===== src/rtl/ttt_turn_sequencer.sv =====
// Tic-tac-toe game-flow controller: owns both boards, takes human moves, applies the
// settled computer move and reports win/draw/fault. Optional human move timeout: TTT_MOVE_TIMEOUT_EN.
module ttt_turn_sequencer #(
   parameter int SETTLE_CYCLES  = 1,
   parameter int HUMAN_FIRST    = 1,
   parameter int TIMEOUT_CYCLES = 255
) (
   input  logic       clk,
   input  logic       reset,
   input  logic       start,
   input  logic       human_valid,
   input  logic [8:0] human_move,
   output logic       human_ready,
   input  logic [8:0] comp_move,
   output logic [8:0] x_board,
   output logic [8:0] o_board,
   output logic       busy,
   output logic       game_over,
   output logic [1:0] result,
   output logic       illegal,
   output logic       comp_fault,
   output logic [3:0] turn_count
);

   typedef enum logic [2:0] {IDLE, WAIT_H, CHECK_H, SETTLE, CHECK_C, DONE} state_t;

   localparam logic [3:0] SETTLE_LOAD = 4'(SETTLE_CYCLES - 1);
   localparam logic [1:0] RES_NONE = 2'b00, RES_HUMAN = 2'b01, RES_COMP = 2'b10, RES_DRAW = 2'b11;

   state_t     state, state_n;
   logic [8:0] x_n, o_n;
   logic [3:0] tc_n, cnt, cnt_n;
   logic [1:0] res_n;
   logic       fault_n, illegal_n;
   logic [8:0] occ;
   logic       legal_h, legal_c;

`ifdef TTT_MOVE_TIMEOUT_EN
   logic [15:0] tcnt, tcnt_n;
`endif

   function automatic logic onehot9(input logic [8:0] m);
      return (m != 9'd0) && ((m & (m - 9'd1)) == 9'd0);
   endfunction

   function automatic logic has_line(input logic [8:0] b);
      return (&b[2:0]) || (&b[5:3]) || (&b[8:6]) ||
             (b[0] & b[3] & b[6]) || (b[1] & b[4] & b[7]) || (b[2] & b[5] & b[8]) ||
             (b[0] & b[4] & b[8]) || (b[2] & b[4] & b[6]);
   endfunction

   assign occ     = x_board | o_board;
   assign legal_h = onehot9(human_move) && ((human_move & occ) == 9'd0);
   assign legal_c = onehot9(comp_move) && ((comp_move & occ) == 9'd0);

   assign human_ready = (state == WAIT_H);
   assign busy        = (state != IDLE) && (state != DONE);
   assign game_over   = (state == DONE);

   always_comb begin
      state_n   = state;
      x_n       = x_board;
      o_n       = o_board;
      tc_n      = turn_count;
      res_n     = result;
      fault_n   = comp_fault;
      illegal_n = 1'b0;
      cnt_n     = cnt;
`ifdef TTT_MOVE_TIMEOUT_EN
      tcnt_n    = '0;
`endif
      case (state)
         IDLE, DONE: begin
            if (start) begin
               x_n     = '0;
               o_n     = '0;
               tc_n    = '0;
               res_n   = RES_NONE;
               fault_n = 1'b0;
               cnt_n   = SETTLE_LOAD;
               state_n = (HUMAN_FIRST != 0) ? WAIT_H : SETTLE;
            end
         end
         WAIT_H: begin
            if (human_valid && legal_h) begin
               x_n     = x_board | human_move;
               tc_n    = turn_count + 4'd1;
               state_n = CHECK_H;
            end else begin
               illegal_n = human_valid;
`ifdef TTT_MOVE_TIMEOUT_EN
               // Counter is held at zero outside WAIT_H, so entry always starts fresh.
               if (tcnt == 16'(TIMEOUT_CYCLES - 1)) begin
                  res_n   = RES_COMP;
                  state_n = DONE;
               end else begin
                  tcnt_n = tcnt + 16'd1;
               end
`endif
            end
         end
         CHECK_H: begin
            if (has_line(x_board)) begin
               res_n   = RES_HUMAN;
               state_n = DONE;
            end else if (turn_count == 4'd9) begin
               res_n   = RES_DRAW;
               state_n = DONE;
            end else begin
               cnt_n   = SETTLE_LOAD;
               state_n = SETTLE;
            end
         end
         SETTLE: begin
            if (cnt != 4'd0) begin
               cnt_n = cnt - 4'd1;
            end else if (legal_c) begin
               o_n     = o_board | comp_move;
               tc_n    = turn_count + 4'd1;
               state_n = CHECK_C;
            end else begin
               fault_n = 1'b1;
               res_n   = RES_DRAW;
               state_n = DONE;
            end
         end
         CHECK_C: begin
            if (has_line(o_board)) begin
               res_n   = RES_COMP;
               state_n = DONE;
            end else if (turn_count == 4'd9) begin
               res_n   = RES_DRAW;
               state_n = DONE;
            end else begin
               state_n = WAIT_H;
            end
         end
         default: state_n = IDLE;
      endcase
   end

   always_ff @(posedge clk or posedge reset) begin
      if (reset) begin
         state      <= IDLE;
         x_board    <= '0;
         o_board    <= '0;
         turn_count <= '0;
         result     <= RES_NONE;
         comp_fault <= 1'b0;
         illegal    <= 1'b0;
         cnt        <= '0;
      end else begin
         state      <= state_n;
         x_board    <= x_n;
         o_board    <= o_n;
         turn_count <= tc_n;
         result     <= res_n;
         comp_fault <= fault_n;
         illegal    <= illegal_n;
         cnt        <= cnt_n;
      end
   end

`ifdef TTT_MOVE_TIMEOUT_EN
   always_ff @(posedge clk or posedge reset) begin
      if (reset) tcnt <= '0;
      else       tcnt <= tcnt_n;
   end
`endif

endmodule


===== config.mk =====
export PLATFORM = sky130hd
export DESIGN_NAME = ttt_turn_sequencer
export DESIGN_NICKNAME = d
export VERILOG_FILES = /design/src/rtl/ttt_turn_sequencer.sv
export SDC_FILE = /design/constraint.sdc
export NUM_CORES = 1
export LEC_CHECK = 0
export ABC_AREA = 1
export BUFFER_PORTS_ARGS = -buffer_cell sky130_fd_sc_hd__clkbuf_2
export CAP_MARGIN = 20
export CORE_MARGIN = 4
export CORE_UTILIZATION = 55
export CTS_CLUSTER_DIAMETER = 30
export DETAILED_ROUTE_END_ITERATION = 10
export PLACE_DENSITY = 0.84
export SYNTH_ARGS = -nofsm -noshare
export SYNTH_HDL_FRONTEND = slang
export SYNTH_SLANG_ARGS = --single-unit

===== constraint.sdc =====
create_clock -name clk -period 2.27 [get_ports clk]
set_clock_uncertainty 0.1 [all_clocks]
set_input_delay 0 -clock clk [delete_from_list [all_inputs] [get_ports clk]]
set_output_delay 0 -clock clk [all_outputs]
set_load 0.01 [all_outputs]

### After elaboration in Yosys (flattened, before gate mapping)

Cells that the tools add are included.

| storage, ports and cells | value |
|---|---|
| flip-flop bits (word level) | 33 |
| latch bits | 0 |
| RAM bits | 0 |
| bits in read-only memories | 0 |
| input bits | 22 |
| output and inout port bits | 29 |
| word-level logic and storage cells | 139 |
| memories kept | 0 |

| operators by class | value |
|---|---|
| $add $sub $neg | 4 |
| $mul | 0 |
| divide/modulo/power cells | 0 |
| $lt $le $gt $ge | 0 |
| eq/ne operators | 15 |
| shift-type cells | 0 |
| multiplexer cells | 37 |
| bitwise gates (word level) | 27 |
| reductions and logical operators | 48 |

Operator list:

| cell | number |
|---|---|
| $and 9x9->9 | 4 |
| $logic_not 9->1 | 4 |
| $mux 9 | 4 |
| $pmux 9 s2 | 2 |
| $mux 4 | 7 |
| $or 9x9->9 | 3 |
| $pmux 4 s3 | 2 |
| $reduce_and 3->1 | 8 |
| $mux 3 | 7 |
| $and 1x1->1 | 20 |
| $reduce_bool 9->1 | 2 |
| $sub 9x1->9 const B | 2 |
| $pmux 3 s5 | 1 |
| $logic_or 1x1->1 | 14 |
| $ne 2x2->1 const B | 7 |
| $mux 2 | 6 |
| $reduce_and 4->1 | 3 |
| $reduce_and 5->1 | 2 |
| $reduce_bool 3->1 | 3 |
| $pmux 2 s4 | 1 |
| $reduce_bool 4->1 | 2 |
| $eq 3x2->1 const B | 2 |
| $eq 3x3->1 const B | 2 |
| $logic_and 1x1->1 | 6 |
| other kinds (11) | 17 |

### Logic depth before layout (Yosys ltp)

| depth | value |
|---|---|
| depth after elaboration | 10 |
| depth in mapped cells | 14 |
| depth with buffers taken out | 13 |

### Worst setup path before layout

No wires, ideal clock.

| path | value |
|---|---|
| kind | reg2reg |
| start point | reg x_board[5] |
| end point | reg x_board[3] |
| arrival time | 1.499 ns |
| slack | 0.548 ns |
| stages on the path, launching flop included | 12 |
| cell sequence | dfrtp_1 > o21ai_0 > nand2_1 > nor2_1 > nand3_1 > nor2_1 > nand3_2 > nand2_2 > nand3_4 > buf_6 > nand2_2 > o21ai_2 |

| between the ends | value |
|---|---|
| cells in the longest elaborated chain, start to end | 7 |

Ends and longest elaborated chain:

| element | RTL line | source |
|---|---|---|
| start: declaration | 15 | `output logic [8:0] x_board,` |
| start signal: assignment | 154 | `x_board <= x_n;` |
| $or 9x9->9 | 52 | `assign occ = x_board \| o_board;` |
| $and 9x9->9 | 53 | `assign legal_h = onehot9(human_move) && ((human_move & occ) == 9'd0);` |
| $logic_not 9->1 | 53 |  |
| $logic_and 1x1->1 | 53 |  |
| $logic_and 1x1->1 | 85 | `if (human_valid && legal_h) begin` |
| $ne 2x1->1 (no line) | n/a |  |
| $reduce_and 3->1 (no line) | n/a |  |

No other way between the ends.
A chain may end at the register's enable or synchronous reset.

### Final worst setup path

| path | value |
|---|---|
| start point | reg o_board[8] |
| end point | reg x_board[6] |

| between the ends | value |
|---|---|
| cells in the longest elaborated chain, start to end | 7 |

Ends and longest elaborated chain:

| element | RTL line | source |
|---|---|---|
| start: declaration | 16 | `output logic [8:0] o_board,` |
| start signal: assignment | 155 | `o_board <= o_n;` |
| $or 9x9->9 | 52 |  |
| $and 9x9->9 | 53 |  |
| $logic_not 9->1 | 53 |  |
| $logic_and 1x1->1 | 53 |  |
| $logic_and 1x1->1 | 85 |  |
| $ne 2x1->1 (no line) | n/a |  |
| $reduce_and 3->1 (no line) | n/a |  |

No other way between the ends.

==> metrics.cfg <==
[synthesis]
yosys-top-cells-area=dfrtp_1 (34%), nand2_1 (15%), nor2_1 (9.0%)
yosys.area_share.adder_pct=2.08
synth_seq_cells=33
synth_area_um2=2410
netlist_instances=366
syn_area_per_cell_um2=6.58
muxShareOfSynthArea_pct=0
synth_top_family_by_area=simple AND/OR/NAND/NOR gates
yosysSeqAreaShare_pct=34.3
synth_compound_area_share_pct=18.4
synthSimpleGateAreaFrac_pct=34.7
synth_cell_type_count=30
synth_nets=392
yosys_warnings=0
yosysTopAreaCellShare_pct=34.3
yosys.area.top_type=dfrtp_1
synthXorXnorAreaFrac_pct=1.09

[clock_network]
cts.sinks=33
worstSkewPairLatency_ps=290
ctsResizeCount=0
clk_pin_slew_ps=70
cts_root_buf=clkbuf_8
tritoncts=done
cts_hold_buf=5
post_cts_buffers=0
clock_path_buffers=2
cts_max_level=2
cts_inserted_buffers=5

[global_routing]
grt.overflow.total=0
antenna_found_initial=0
grt.total_usage_pct=25.0
grt_pass1_vias=2439
grt_pass1_wl_mm=10.8
grt_max_degree=20

[detailed_routing]
wl_mm=6.26
wl_per_cell_um=13.1
antenna_left=0
drt_iter0_drc=196
num_vias=2601
drc_errors=0
firstDrtPassIters=6
drt-vias-per-instance=5.44

[finish]
stdcell_area_um2=2860
final_common_cell=nand2_1
fin_util_pct=69.5
drive_above_1_share_pct=21.7
nNetsFinal=454
syn_to_final_growth_pct=18.6
diodes=0
final_cell_mix=nand2_1 (96), nor2_1 (58), clkbuf_2 (50), inv_1 (45), dfrtp_1 (33)

[sta]
rsz0062_at_grt=false
slew_viol_final=0
hold_violations=0
worstMarginPinSlew_ps=760
timing.setup.tns_ps=0
timing.final.crit_share_pct=90.9
relSlewSlack_pct=49.3
setup_violations=0
fmax_ghz=0.485
period_needed_ps=2060
hold-worst-slack_ps=9.01

[critical_path]
crit_type=register to register
end_kind=register
crit_fanout=18
cp-start-kind=register
required_ps=2340
worstRegToRegCells=10
r2r-start=o_board[8]
ff2ff_setup_slack_ps=210
reg2reg_to=x_board[6]
crit_arrival_ps=2140

[placed_design]
dpl_cell_area_um2=2720
place_hpwl_mm=4.73
portBuffers=50
gp_congestion=0.939

[power]
finalPower_w=0.00354
powerDensity_nw_per_um2=1240
pwr-share-seq_pct=28.3
vdd_ir_drop_max_v=0.000516
leakagePower_nw=1.51
combPwrFrac_pct=58.9
power.internal_w=0.00173
power.switching_w=0.00181
switching_share_pct=51.2
p_clk_share_pct=12.8

[worst_hold_path]
hp-start=human_move[2]
holdPathStages=3
hold_end=x_board[2]
hp-class=input pin to register

[floorplanning]
initial_utilization_pct=58.6
dieArea_um2=5500
fp.dieH_um=74.2
rows=23
io-pin-count=51
die_w_um=74.2
core_um2=4120

[job]
drv_cap=0

[outcome]
status=completed

registers in the layout, indices dropped and copies added, names as in the netlist:
signal,flops
o_board,9
x_board,9
cnt,4
turn_count,4
state,3
result,2
comp_fault,1
illegal,1
synthesized netlist by cell type:
| library cell | n |
|---|---|
| a21oi_1 | 15 |
| a21oi_2 | 1 |
| a31oi_1 | 1 |
| buf_6 | 2 |
| clkbuf_1 | 2 |
| clkinv_1 | 1 |
| dfrtp_1 | 33 |
| ha_1 | 4 |
| inv_1 | 45 |
| inv_2 | 5 |
| inv_4 | 1 |
| nand2_1 | 96 |
| nand2_2 | 4 |
| nand2b_1 | 1 |
| nand3_1 | 19 |
| nand3_2 | 1 |
| nand3_4 | 1 |
| nand4_1 | 2 |
| nor2_1 | 58 |
| nor2_2 | 5 |
| nor2_4 | 4 |
| nor3_1 | 2 |
| o211ai_2 | 1 |
| o21ai_0 | 27 |
| o21ai_1 | 13 |
| o21ai_2 | 9 |
| o21bai_1 | 4 |
| o22ai_1 | 5 |
| or2_2 | 1 |
| xnor2_1 | 3 |
worst max path at each step:
stage,slack [ps],start,to
floorplan,550,x_board[5],x_board[3]
global placement,340,o_board[8],x_board[2]
detailed placement,300,o_board[8],x_board[6]
CTS,270,o_board[8],x_board[6]
global route,40,x_board[4],o_board[4]
finish,210,o_board[8],x_board[6]
power by group through the flow:
stage | Clock, W | Sequential [W] | Combinational (W)
floorplan | 0 | 0.00102 | 0.00154
global placement | 0 | 0.000998 | 0.00202
detailed placement | 0 | 0.00101 | 0.00206
CTS | 0.000456 | 0.000996 | 0.00208
global route | 0.000474 | 0.00103 | 0.00239
finish | 0.000453 | 0.00100 | 0.00209
metrics by stage:
| stage | std cells | setup WS (ps) |
|---|---|---|
| floorplan | 366 | 548 |
| global placement | 466 | 337 |
| detailed placement | 466 | 296 |
| CTS | 478 | 272 |
| global route | 478 | 41.3 |
| finish | 478 | 207 |
per-layer routing:
layer  global-route usage, %  vias up  routed length (µm)
met4                    10.1        0                 129
met2                    41.0      100                2930
met1                    33.0     1194                2800
met5                       0        -                   0
met3                    4.05       16                 411
li1                        -     1291                   -
worst max-delay path: stages (launching register included):
cell and delay (ps):
dfrtp_1 380, inv_1 180, nand2_1 150, a21oi_1 210, nand3_1 120, nor2_1 160, nand3_2 110, nand2_2 100
nand3_4 220, nand2_1 160, o21ai_2 60
layout make-up:
class | instances | area, µm²
sequential | 33 | 826
multi-input combinational | 277 | 1360
fill | 357 | 1260
inverter | 52 | 198
clock buffer | 7 | 86.3
tap | 50 | 62.6
timing repair buffer | 59 | 330
logic make-up (layout without fill, tap and decap cells):
family	count (synthesis)	after routing
fa+ha+maj	4	4
simple gates	194	194
buf+inv	56	118
flops	33	33
compound gates	76	76
xor+xnor	3	3
(Power assumes the default switching activity.)
